===== src/rtl/key_debouncer.sv =====
// key_debouncer
//
// Conditions the raw push-button keys before they reach the synchroniser /
// edge-detector path that drives mode, inc and nxt. Each active-low,
// asynchronous, bouncing key is synchronised, debounced by a per-key state
// machine, and turned into a clean level plus one-cycle press and release
// pulses. While a key is held, press pulses can auto-repeat so an edit-mode
// increment can scroll.
//
// Ports:
//   clk           system clock (CLOCK_50)
//   reset_n       asynchronous active-low reset
//   key_n[N]      raw KEY pins, active-low, asynchronous to clk
//   pressed[N]    debounced key level, active-high
//   press_pulse   one-cycle pulse on an accepted press and on each auto-repeat
//   release_pulse one-cycle pulse on an accepted release
//
// All outputs are registered, so there is no combinational path from key_n.

module key_debouncer #(
  parameter int N               = 3,
  parameter int DEBOUNCE_CYCLES = 1000000,
  parameter int REPEAT_EN       = 1,
  parameter int REPEAT_DELAY    = 25000000,
  parameter int REPEAT_RATE     = 5000000
) (
  input  logic         clk,
  input  logic         reset_n,
  input  logic [N-1:0] key_n,
  output logic [N-1:0] pressed,
  output logic [N-1:0] press_pulse,
  output logic [N-1:0] release_pulse
);

  localparam int RP_MAX = (REPEAT_DELAY > REPEAT_RATE) ? REPEAT_DELAY : REPEAT_RATE;
  localparam int DB_W   = $clog2(DEBOUNCE_CYCLES);
  localparam int RP_W   = $clog2(RP_MAX);

  localparam logic [DB_W-1:0] DB_LAST    = DB_W'(DEBOUNCE_CYCLES - 1);
  localparam logic [RP_W-1:0] DELAY_LAST = RP_W'(REPEAT_DELAY - 1);
  localparam logic [RP_W-1:0] RATE_LAST  = RP_W'(REPEAT_RATE - 1);
  localparam logic [RP_W-1:0] RP_SAT     = '1;

  localparam logic [1:0] ST_UP    = 2'd0;
  localparam logic [1:0] ST_DB_DN = 2'd1;
  localparam logic [1:0] ST_HELD  = 2'd2;
  localparam logic [1:0] ST_DB_UP = 2'd3;

  logic [N-1:0]      sync_q1;
  logic [N-1:0]      sync_q2;
  logic [1:0]        state [N];
  logic [DB_W-1:0]   db    [N];
  logic [RP_W-1:0]   rp    [N];
  logic [N-1:0]      first;

  logic [N-1:0]      rep_fire;
  logic [RP_W-1:0]   rp_step    [N];
  logic [N-1:0]      first_step;

  // Two-flop synchroniser; the key is inverted on entry so a pressed key
  // reads as 1 from here on, and reset leaves every key looking released.
  always_ff @(posedge clk or negedge reset_n) begin
    if (!reset_n) begin
      sync_q1 <= '0;
      sync_q2 <= '0;
    end else begin
      sync_q1 <= ~key_n;
      sync_q2 <= sync_q1;
    end
  end

  // One held-cycle step of the auto-repeat timer for each key: decides
  // whether this cycle emits a repeat pulse and what rp/first become.
  // The first repeat waits REPEAT_DELAY, later ones REPEAT_RATE. With
  // repeat disabled the counter just saturates and never fires.
  always_comb begin
    rep_fire   = '0;
    first_step = first;
    for (int i = 0; i < N; i++) begin
      rp_step[i] = rp[i] + RP_W'(1);
      if (REPEAT_EN != 0) begin
        if (first[i] && (rp[i] == DELAY_LAST)) begin
          rep_fire[i]   = 1'b1;
          rp_step[i]    = '0;
          first_step[i] = 1'b0;
        end else if (!first[i] && (rp[i] == RATE_LAST)) begin
          rep_fire[i] = 1'b1;
          rp_step[i]  = '0;
        end
      end else if (rp[i] == RP_SAT) begin
        rp_step[i] = rp[i];
      end
    end
  end

  // Per-key debounce FSM. A change is only accepted after DEBOUNCE_CYCLES
  // consecutive agreeing samples; any disagreement sends the key back to its
  // stable state. A short release bounce while held parks in DB_UP with rp
  // frozen; the edge that returns to HELD counts as a held cycle again, so
  // the next repeat is delayed by exactly the cycles spent in DB_UP.
  always_ff @(posedge clk or negedge reset_n) begin
    if (!reset_n) begin
      pressed       <= '0;
      press_pulse   <= '0;
      release_pulse <= '0;
      first         <= '0;
      for (int i = 0; i < N; i++) begin
        state[i] <= ST_UP;
        db[i]    <= '0;
        rp[i]    <= '0;
      end
    end else begin
      for (int i = 0; i < N; i++) begin
        press_pulse[i]   <= 1'b0;
        release_pulse[i] <= 1'b0;
        case (state[i])
          ST_UP: begin
            if (sync_q2[i]) begin
              state[i] <= ST_DB_DN;
              db[i]    <= DB_W'(1);
            end
          end
          ST_DB_DN: begin
            if (!sync_q2[i]) begin
              state[i] <= ST_UP;
              db[i]    <= '0;
            end else if (db[i] == DB_LAST) begin
              state[i]       <= ST_HELD;
              rp[i]          <= '0;
              first[i]       <= 1'b1;
              pressed[i]     <= 1'b1;
              press_pulse[i] <= 1'b1;
            end else begin
              db[i] <= db[i] + DB_W'(1);
            end
          end
          ST_HELD: begin
            if (!sync_q2[i]) begin
              state[i] <= ST_DB_UP;
              db[i]    <= DB_W'(1);
            end else begin
              rp[i]          <= rp_step[i];
              first[i]       <= first_step[i];
              press_pulse[i] <= rep_fire[i];
            end
          end
          default: begin
            if (sync_q2[i]) begin
              state[i]       <= ST_HELD;
              rp[i]          <= rp_step[i];
              first[i]       <= first_step[i];
              press_pulse[i] <= rep_fire[i];
            end else if (db[i] == DB_LAST) begin
              state[i]         <= ST_UP;
              db[i]            <= '0;
              pressed[i]       <= 1'b0;
              release_pulse[i] <= 1'b1;
            end else begin
              db[i] <= db[i] + DB_W'(1);
            end
          end
        endcase
      end
    end
  end

endmodule

===== config.mk =====
export PLATFORM = sky130hd
export DESIGN_NAME = key_debouncer
export DESIGN_NICKNAME = d
export VERILOG_FILES = /design/src/rtl/key_debouncer.sv
export SDC_FILE = /design/constraint.sdc
export NUM_CORES = 1
export LEC_CHECK = 0
export ABC_AREA = 1
export BUFFER_PORTS_ARGS = -buffer_cell sky130_fd_sc_hd__buf_2
export CAP_MARGIN = 40
export CORE_MARGIN = 2
export CORE_UTILIZATION = 40
export CTS_BUF_LIST = sky130_fd_sc_hd__clkbuf_2
export DETAILED_ROUTE_END_ITERATION = 10
export GPL_ROUTABILITY_DRIVEN = 1
export PLACE_DENSITY_LB_ADDON = 0.05
export SLEW_MARGIN = 0
export SYNTH_ARGS = -nofsm -noshare
export SYNTH_HDL_FRONTEND = slang
export SYNTH_SLANG_ARGS = --single-unit

===== constraint.sdc =====
create_clock -name clk -period 2.6 [get_ports clk]
set_input_delay 0.52 -clock clk [delete_from_list [all_inputs] [get_ports clk]]
set_output_delay 0.52 -clock clk [all_outputs]
set_load 0.01 [all_outputs]

==> results.md, run 1 <==
* Setup violations, final at 0
* Worst r2r path cells at 10
* Layout cells sized above 1 at 6.91%
* Leakage at 0.00585 uW
* Slowest stage delay, CP at 490 ps
* Post-DP HPWL at 23.2 mm
* Worst-Margin Slew at around 530 ps
* Clock power share at 17.7%
* Clk root buf: clkbuf_2
* Max-slew violations at 0
* Switching share of power at 46.6%
* CP top delay family: buffers and inverters
* Final wirelength at 31.4 mm
* Reg power frac at 42.3%
* Mapped Cells at 1848
* Startpoint class of the critical path: register
* Switching power total at 3250 uW
* Yosys reg bits at 159
* Largest net degree at the start of global routing at 61
* Relative slew slack at 64.5%
* Wire per inst at about 14 um
* Die X at 175 um
* Clock Latency Late Sink at ~800 ps
* Port Buf Inserts at 13
* CP Max Fanout at 19
* Worst VDD drop at between 0.0005 and 0.0006 V
* DR iter-0 viols at 863
* WP data arrival at 3060 ps
* Final Skew at 47.0 ps
* Row cnt at 62
* Fin. Hold Viols at 0
* Post-synth ARST share at between 90% and 100%
* Period minus WS final at 2370 ps
* CTS H-tree lvls at 4
* Most frequent cell after synthesis: nand2_1
* P&R area growth vs syn at 5.84%
* Overall Global Routing Usage at 21.0%
* Highest Clock Rate at 0.422 GHz
* Gr ovfl total at 0
* Via count at 11319
* CTS max path bufs at 2
* Starting Density at 40.7%
* Initial antenna violation count at 1
* Reg2reg end: db[14]$_DFFE_PN0P_
* Clock sinks at 159
* Fin crit share at 91.2%
* # DRC at 0
* Placed cells at 2216
* CTS tree: yes
* Post-CTS setup buffers at 0
* Ports at 14
* DR vias/cell at around 5.0
* Overall power at 6960 uW
* Post-Syn Area at 0.0117 mm^2
* Crit path capture type: register
* Reg2reg setup slack at 230 ps
* Hold Path Class: in2async
* Number of CTS-inserted buffers at 17
* Final std cells w/o fill at 2253
* Fillers at slightly above 3000
* Status: finished, final reports clean
* Nets at 1883
* Pint at 3710 uW
* Setup TNS at 0 ps
* Area contributors post-synth: dfrtp_1 (34%), nand2_1 (19%), nor2_1 (9.8%)
* Syn Nets at 1876
* CTS Hold Bufs at 4
* Post-synth EDFFs at 0
* Die area at 0.0306 mm^2
* Levels on crit path at 10
* Comb power frac at 39.9%
* Post-synth top flop: dfrtp_1
* Synth top area share at 34.0%
* Worst Path Required at 3290 ps
* Top cells by count, synth: nand2_1 (593), nor2_1 (306), nand3_1 (209)
* Post-synthesis cell type count at 41
* WP buf/inv at 4
* Worst path slowest cell: dfrtp_1
* Crit-path cells: inv_1, ha_1, inv_2, ha_1, a21oi_2, nand2_4, inv_2, nand2_1, inv_1, nor2_1
* Die height at 175 um
* GPL Wtd Cong at 0.917
* CTS resizes at 0
* RSZ-0062 raised after global routing: no
* Antenna Nets Post-Route at 0
* Cell taking the most area after synthesis: dfrtp_1
* CTS clk-pin slew, worst paths at between 200 and 250 ps
* Syn Area/Cell at 6.33 um^2
* CP Class: reg2reg
* First-pass GRT wire length at 52.9 mm
* Register area share after synthesis at 34.0%
* First-pass DRT Iterations at 5
* Yosys warns at 0
* Vias in the first global route at approximately 11000
* Power Density at 562 mW/mm^2
* Core Box Area at 0.0288 mm^2
* Max Cap Viol at 0
## layer usage
metal  up-vias  global-route usage (%)  share of wire, %
met5         -                       0                 0
met4         0                    4.69              0.86
met3        17                    3.02               2.6
met2       167                    35.1                46
met1      5254                    28.9                50
li1       5881                       -                 -
## how the worst max path moves through the flow
| stage | from | endpoint | slack (ps) |
|---|---|---|---|
| finish | register | db[14]$_DFFE_PN0P_ | 230 |
| global placement | rp[25]$_DFFE_PN0P_ | rp[36]$_DFFE_PN0P_ | 350 |
| detailed placement | register | db[13]$_DFFE_PN0P_ | 250 |
| global route | register | db[13]$_DFFE_PN0P_ | 10 |
| floorplan | register | db[35]$_DFFE_PN0P_ | 340 |
| CTS | register | db[13]$_DFFE_PN0P_ | 190 |
## layout make-up
| type | count | area [um^2] | share of cell area, % |
|---|---|---|---|
| Tap cell | 384 | 480 | 3.88 |
| Multi-Input combinational cell | 1428 | 6660 | 53.7 |
| Antenna cell | 1 | 2.50 | 0.0202 |
| Sequential cell | 159 | 3980 | 32.1 |
| Clock buffer | 18 | 90.1 | 0.727 |
| Inverter | 216 | 813 | 6.57 |
| Clock inverter | 14 | 95.1 | 0.768 |
| Timing Repair Buffer | 33 | 269 | 2.17 |
## flip-flops by register name, indices dropped and copies added, names as in the netlist, named ones only
signal and count:
pressed 3, sync_q1 3, release_pulse 3, db 60, sync_q2 3, state 3, rp 75, press_pulse 3
first 3
## power by group through the flow
stage	clock network (uW)	registers, uW	logic (uW)
floorplan	0	2920	2150
global placement	0	2990	2810
detailed placement	0	2990	2800
CTS	1310	2950	2810
global route	1410	2990	3160
finish	1230	2950	2780
## layout by cell type (no fill, tap or decap), types with 23 or more instances in the layout
cell type,netlist,final
o21ai_1,36,36
inv_1,202,202
nor3_1,26,26
dfrtp_1,159,159
ha_1,23,23
nand4_1,71,71
xor2_1,28,28
nand3_1,209,209
nand2_1,593,593
nor2_1,306,306
o21ai_0,42,42
## cells by family after synthesis
kind of cell	synth area share [%]
compound gates	4.99
fa+ha+maj	2.46
flops	34.0
xor+xnor	2.40
simple gates	47.0
buf+inv	9.12
## metrics by stage
stage | setup slack, ps | instance area, um^2 | utilization [%] | hold WS, ps
finish | 228 | 12400 | 43.0 | 197
CTS | 192 | 12400 | 43.0 | 136
floorplan | 340 | 11700 | - | 224
detailed placement | 252 | 12200 | 42.2 | 339
global placement | 350 | 12200 | 42.2 | 336
global route | 13.5 | 12400 | 43.0 | 137
Power figures use the tool's default switching activity.
==> run 2, diff against run 1 <==
PLACE_DENSITY_LB_ADDON = not set   (was 0.05)
==> run 2 against run 1 <==
  * Combinational power fell by 3%
  * Setup slack improved by 57 ps
  * Cell area rose by 0.54%
  * Register-to-register slack improved by 60 ps
  * Hold slack got worse by 15 ps
  * Wire length fell by 5.8%
  * Critical path depth did not move
  * First-iteration DRC count fell by 13%
  * Core utilization rose by 0.23 points
==> results.md, run 2 (synthesized netlist as in run 1, its figures left out) <==
* Layout cells sized above 1 at 7.26% (+0.36 points)
* Largest net degree at the start of global routing at 44 (-28%)
* Fin crit share at 89.0% (-2.2 points)
* WP buf/inv at 4 (unchanged)
* Final std cells w/o fill at 2257 (+0.18%)
* Vias in the first global route at 10580 (-1.3%)
* Worst slack, placed at 341 ps (+89.3 ps)
* Switching power total at 3170 uW (-2.4%)
* # DRC at 0 (unchanged)
* Overall Global Routing Usage at 20.0% (-1.1 points)
* Switching share of power at 44.9% (-1.8 points)
* Max Cap Viol at 0 (unchanged)
* Via count at 11345 (+0.23%)
* Relative slew slack at 65.2% (+0.72 points)
* Final Skew at 55.2 ps (+8.21 ps)
* Max-slew violations at 0 (unchanged)
* Power Density at 568 mW/mm^2 (+0.98%)
* Starting Density at 40.7% (unchanged)
* Clock Latency Late Sink at 760 ps (-40 ps)
* Highest Clock Rate at 0.432 GHz (+2.5%)
* WP data arrival at 2960 ps (-100 ps)
* Worst path slowest cell: dfrtp_1
* Crit path capture type: register
* Storage cell area at 0.00398 mm^2 (unchanged)
* Clock power share at 19.8% (+2.1 points)
* Status: finished, final reports clean
* Worst r2r path cells at 10 (unchanged)
* Slack of the critical path at 286 ps (+57.3 ps)
* First-pass GRT wire length at 51.0 mm (-3.6%)
* Post-CTS setup buffers at 0 (unchanged)
* CP Class: reg2reg
* Critical Path End: db[14]$_DFFE_PN0P_
* CTS clk-pin slew, worst paths at 280 ps (+40 ps)
* Top reg by flops: rp
* Reg2reg setup slack at 290 ps (+60 ps)
* CTS resizes at 0 (unchanged)
* Fillers at 3057 (-0.52%)
* Wire per inst at 13.1 um (-6.0%)
* Setup violations, final at 0 (unchanged)
* CP top delay family: buffers and inverters
* Most frequent cells in the layout: nand2_1 (593), nor2_1 (306), nand3_1 (209), inv_1 (202), dfrtp_1 (159)
* Reg power frac at 41.8% (-0.5 points)
* Levels on crit path at 10 (unchanged)
* GPL Wtd Cong at 0.945 (+3.0%)
* Leading cell type in the layout, fill and taps excluded: nand2_1
* DR vias/cell at 5.03 (about the same)
* Leakage at 0.00589 uW (+0.70%)
* CTS tree: yes
* P&R area growth vs syn at 6.41%
* Max reg flops at 75 (unchanged)
* DR iter-0 viols at 752 (-13%)
* Post-DP HPWL at 22.1 mm (-4.7%)
* Largest regs: rp (75), db (60)
* Worst VDD drop at 0.000530 V (-2.1%)
* Clock sinks at 159 (unchanged)
* Setup TNS at 0 ps (unchanged)
* Die X at 175 um (unchanged)
* Number of CTS-inserted buffers at 17 (unchanged)
* CP Max Fanout at 24 (+5)
* Row cnt at 62 (unchanged)
* Hold Path Class: in2async
* First-pass DRT Iterations at 6 (+1)
* RSZ-0062 raised after global routing: no
* CTS max path bufs at 2 (unchanged)
* Core Box Area at 0.0288 mm^2 (unchanged)
* Slowest stage delay, CP at 490 ps (about the same)
* Pint at 3900 uW (+4.9%)
* CTS H-tree lvls at 4 (unchanged)
* Clk root buf: clkbuf_2
* Port Buf Inserts at 13 (unchanged)
* Comb power frac at 38.4% (-1.5 points)
* Nets at 1887 (+0.21%)
* Period minus WS final at 2310 ps (-57.3 ps)
* Reg2reg end: db[14]$_DFFE_PN0P_
* Crit-path cells: inv_1, ha_1, inv_2, ha_1, a21oi_2, nand2_4, inv_2, nand2_1, inv_1, nor2_1
* Ports at 14 (unchanged)
* Antenna Nets Post-Route at 0 (unchanged)
* Initial antenna violation count at 1 (unchanged)
* Gr ovfl total at 0 (unchanged)
* Startpoint class of the critical path: register
* Worst-Margin Slew at 520 ps (-12.6 ps)
* Worst Path Required at 3250 ps (-40 ps)
* Placed cells at 2220 (+0.18%)
* Die height at 175 um (unchanged)
* Die area at 0.0306 mm^2 (unchanged)
* Final wirelength at 29.5 mm (-5.8%)
* Fin. Hold Viols at 0 (unchanged)
* Multi-input gate area at 0.00666 mm^2 (unchanged)
-- run 2: cell count changes in the layout (fill, tap and decap cells not counted) --
cell        change
buf_12          -1
clkinv_2        +1
clkbuf_2        +1
clkinv_1        -3
bufinv_16       +2
clkinvlp_4      +1
buf_4           +5
clkinv_4        -2
-- run 2: how the worst min path moves through the flow --
stage,startpoint,cells past startpoint,to,slack (ps)
6_report,reset_n,2,rp[45]$_DFFE_PN0P_,180
4_1_cts,reset_n,2,rp[26]$_DFFE_PN0P_,130
5_1_grt,reset_n,2,rp[45]$_DFFE_PN0P_,130
3_3_place_gp,sync_q1[2]$_DFF_PN0_,0,sync_q2[2]$_DFF_PN0_,330
3_5_place_dp,sync_q1[0]$_DFF_PN0_,0,sync_q2[0]$_DFF_PN0_,330
2_1_floorplan,reset_n,0,async pin,220
-- run 2: final cells by class --
cell class	instances	area share (%)
diodes	1	0.0201
clock buffers	19	0.764
clock inverters	13	1.12
inverters	216	6.53
multi-input cells	1428	53.5
flip-flops and latches	159	32.0
well taps	384	3.86
repair buffers	37	2.30
-- run 2: metal layers --
layer,global-route usage (%),share of wire [%],up-vias
met5,0,0,-
met4,4.97,1.5,0
met3,2.61,3.1,31
met2,34.3,48,207
met1,26.6,48,5213
li1,-,-,5894
-- run 2: repair_timing --
item / CTS / global route
setup endpoints to repair: 0 / 0
hold buffers: 4 / 0
endpoints found under the hold margin: 87 / 0
-- run 2: power groups by stage --
| stage | Combinational [uW] | Sequential [uW] | Clock [uW] |
|---|---|---|---|
| 2_1_floorplan | 2150 | 2920 | 0 |
| 3_3_place_gp | 2710 | 2980 | 0 |
| 3_5_place_dp | 2730 | 2990 | 0 |
| 4_1_cts | 2750 | 2950 | 1470 |
| 5_1_grt | 3090 | 2990 | 1570 |
| 6_report | 2710 | 2950 | 1400 |
-- run 2: per-stage QoR --
stage               util (%)  area, um^2  total power, uW  hold WS [ps]
floorplan                  -       11700             5080           224
global placement        42.3       12200             5690           335
detailed placement      42.3       12200             5730           335
CTS                     43.3       12400             7160           126
global route            43.3       12500             7650           126
finish                  43.3       12500             7070           182
-- run 2: worst reg2reg max path, delay by kind of cell (launching register included) --
kind / cells / cell delay, ps
adder cells (fa/ha/maj): 2 / 500
buffers and inverters: 4 / 640
AND/OR/NAND/NOR: 3 / 350
flip-flops: 1 / 490
AO/OA/AOI/OAI: 1 / 230
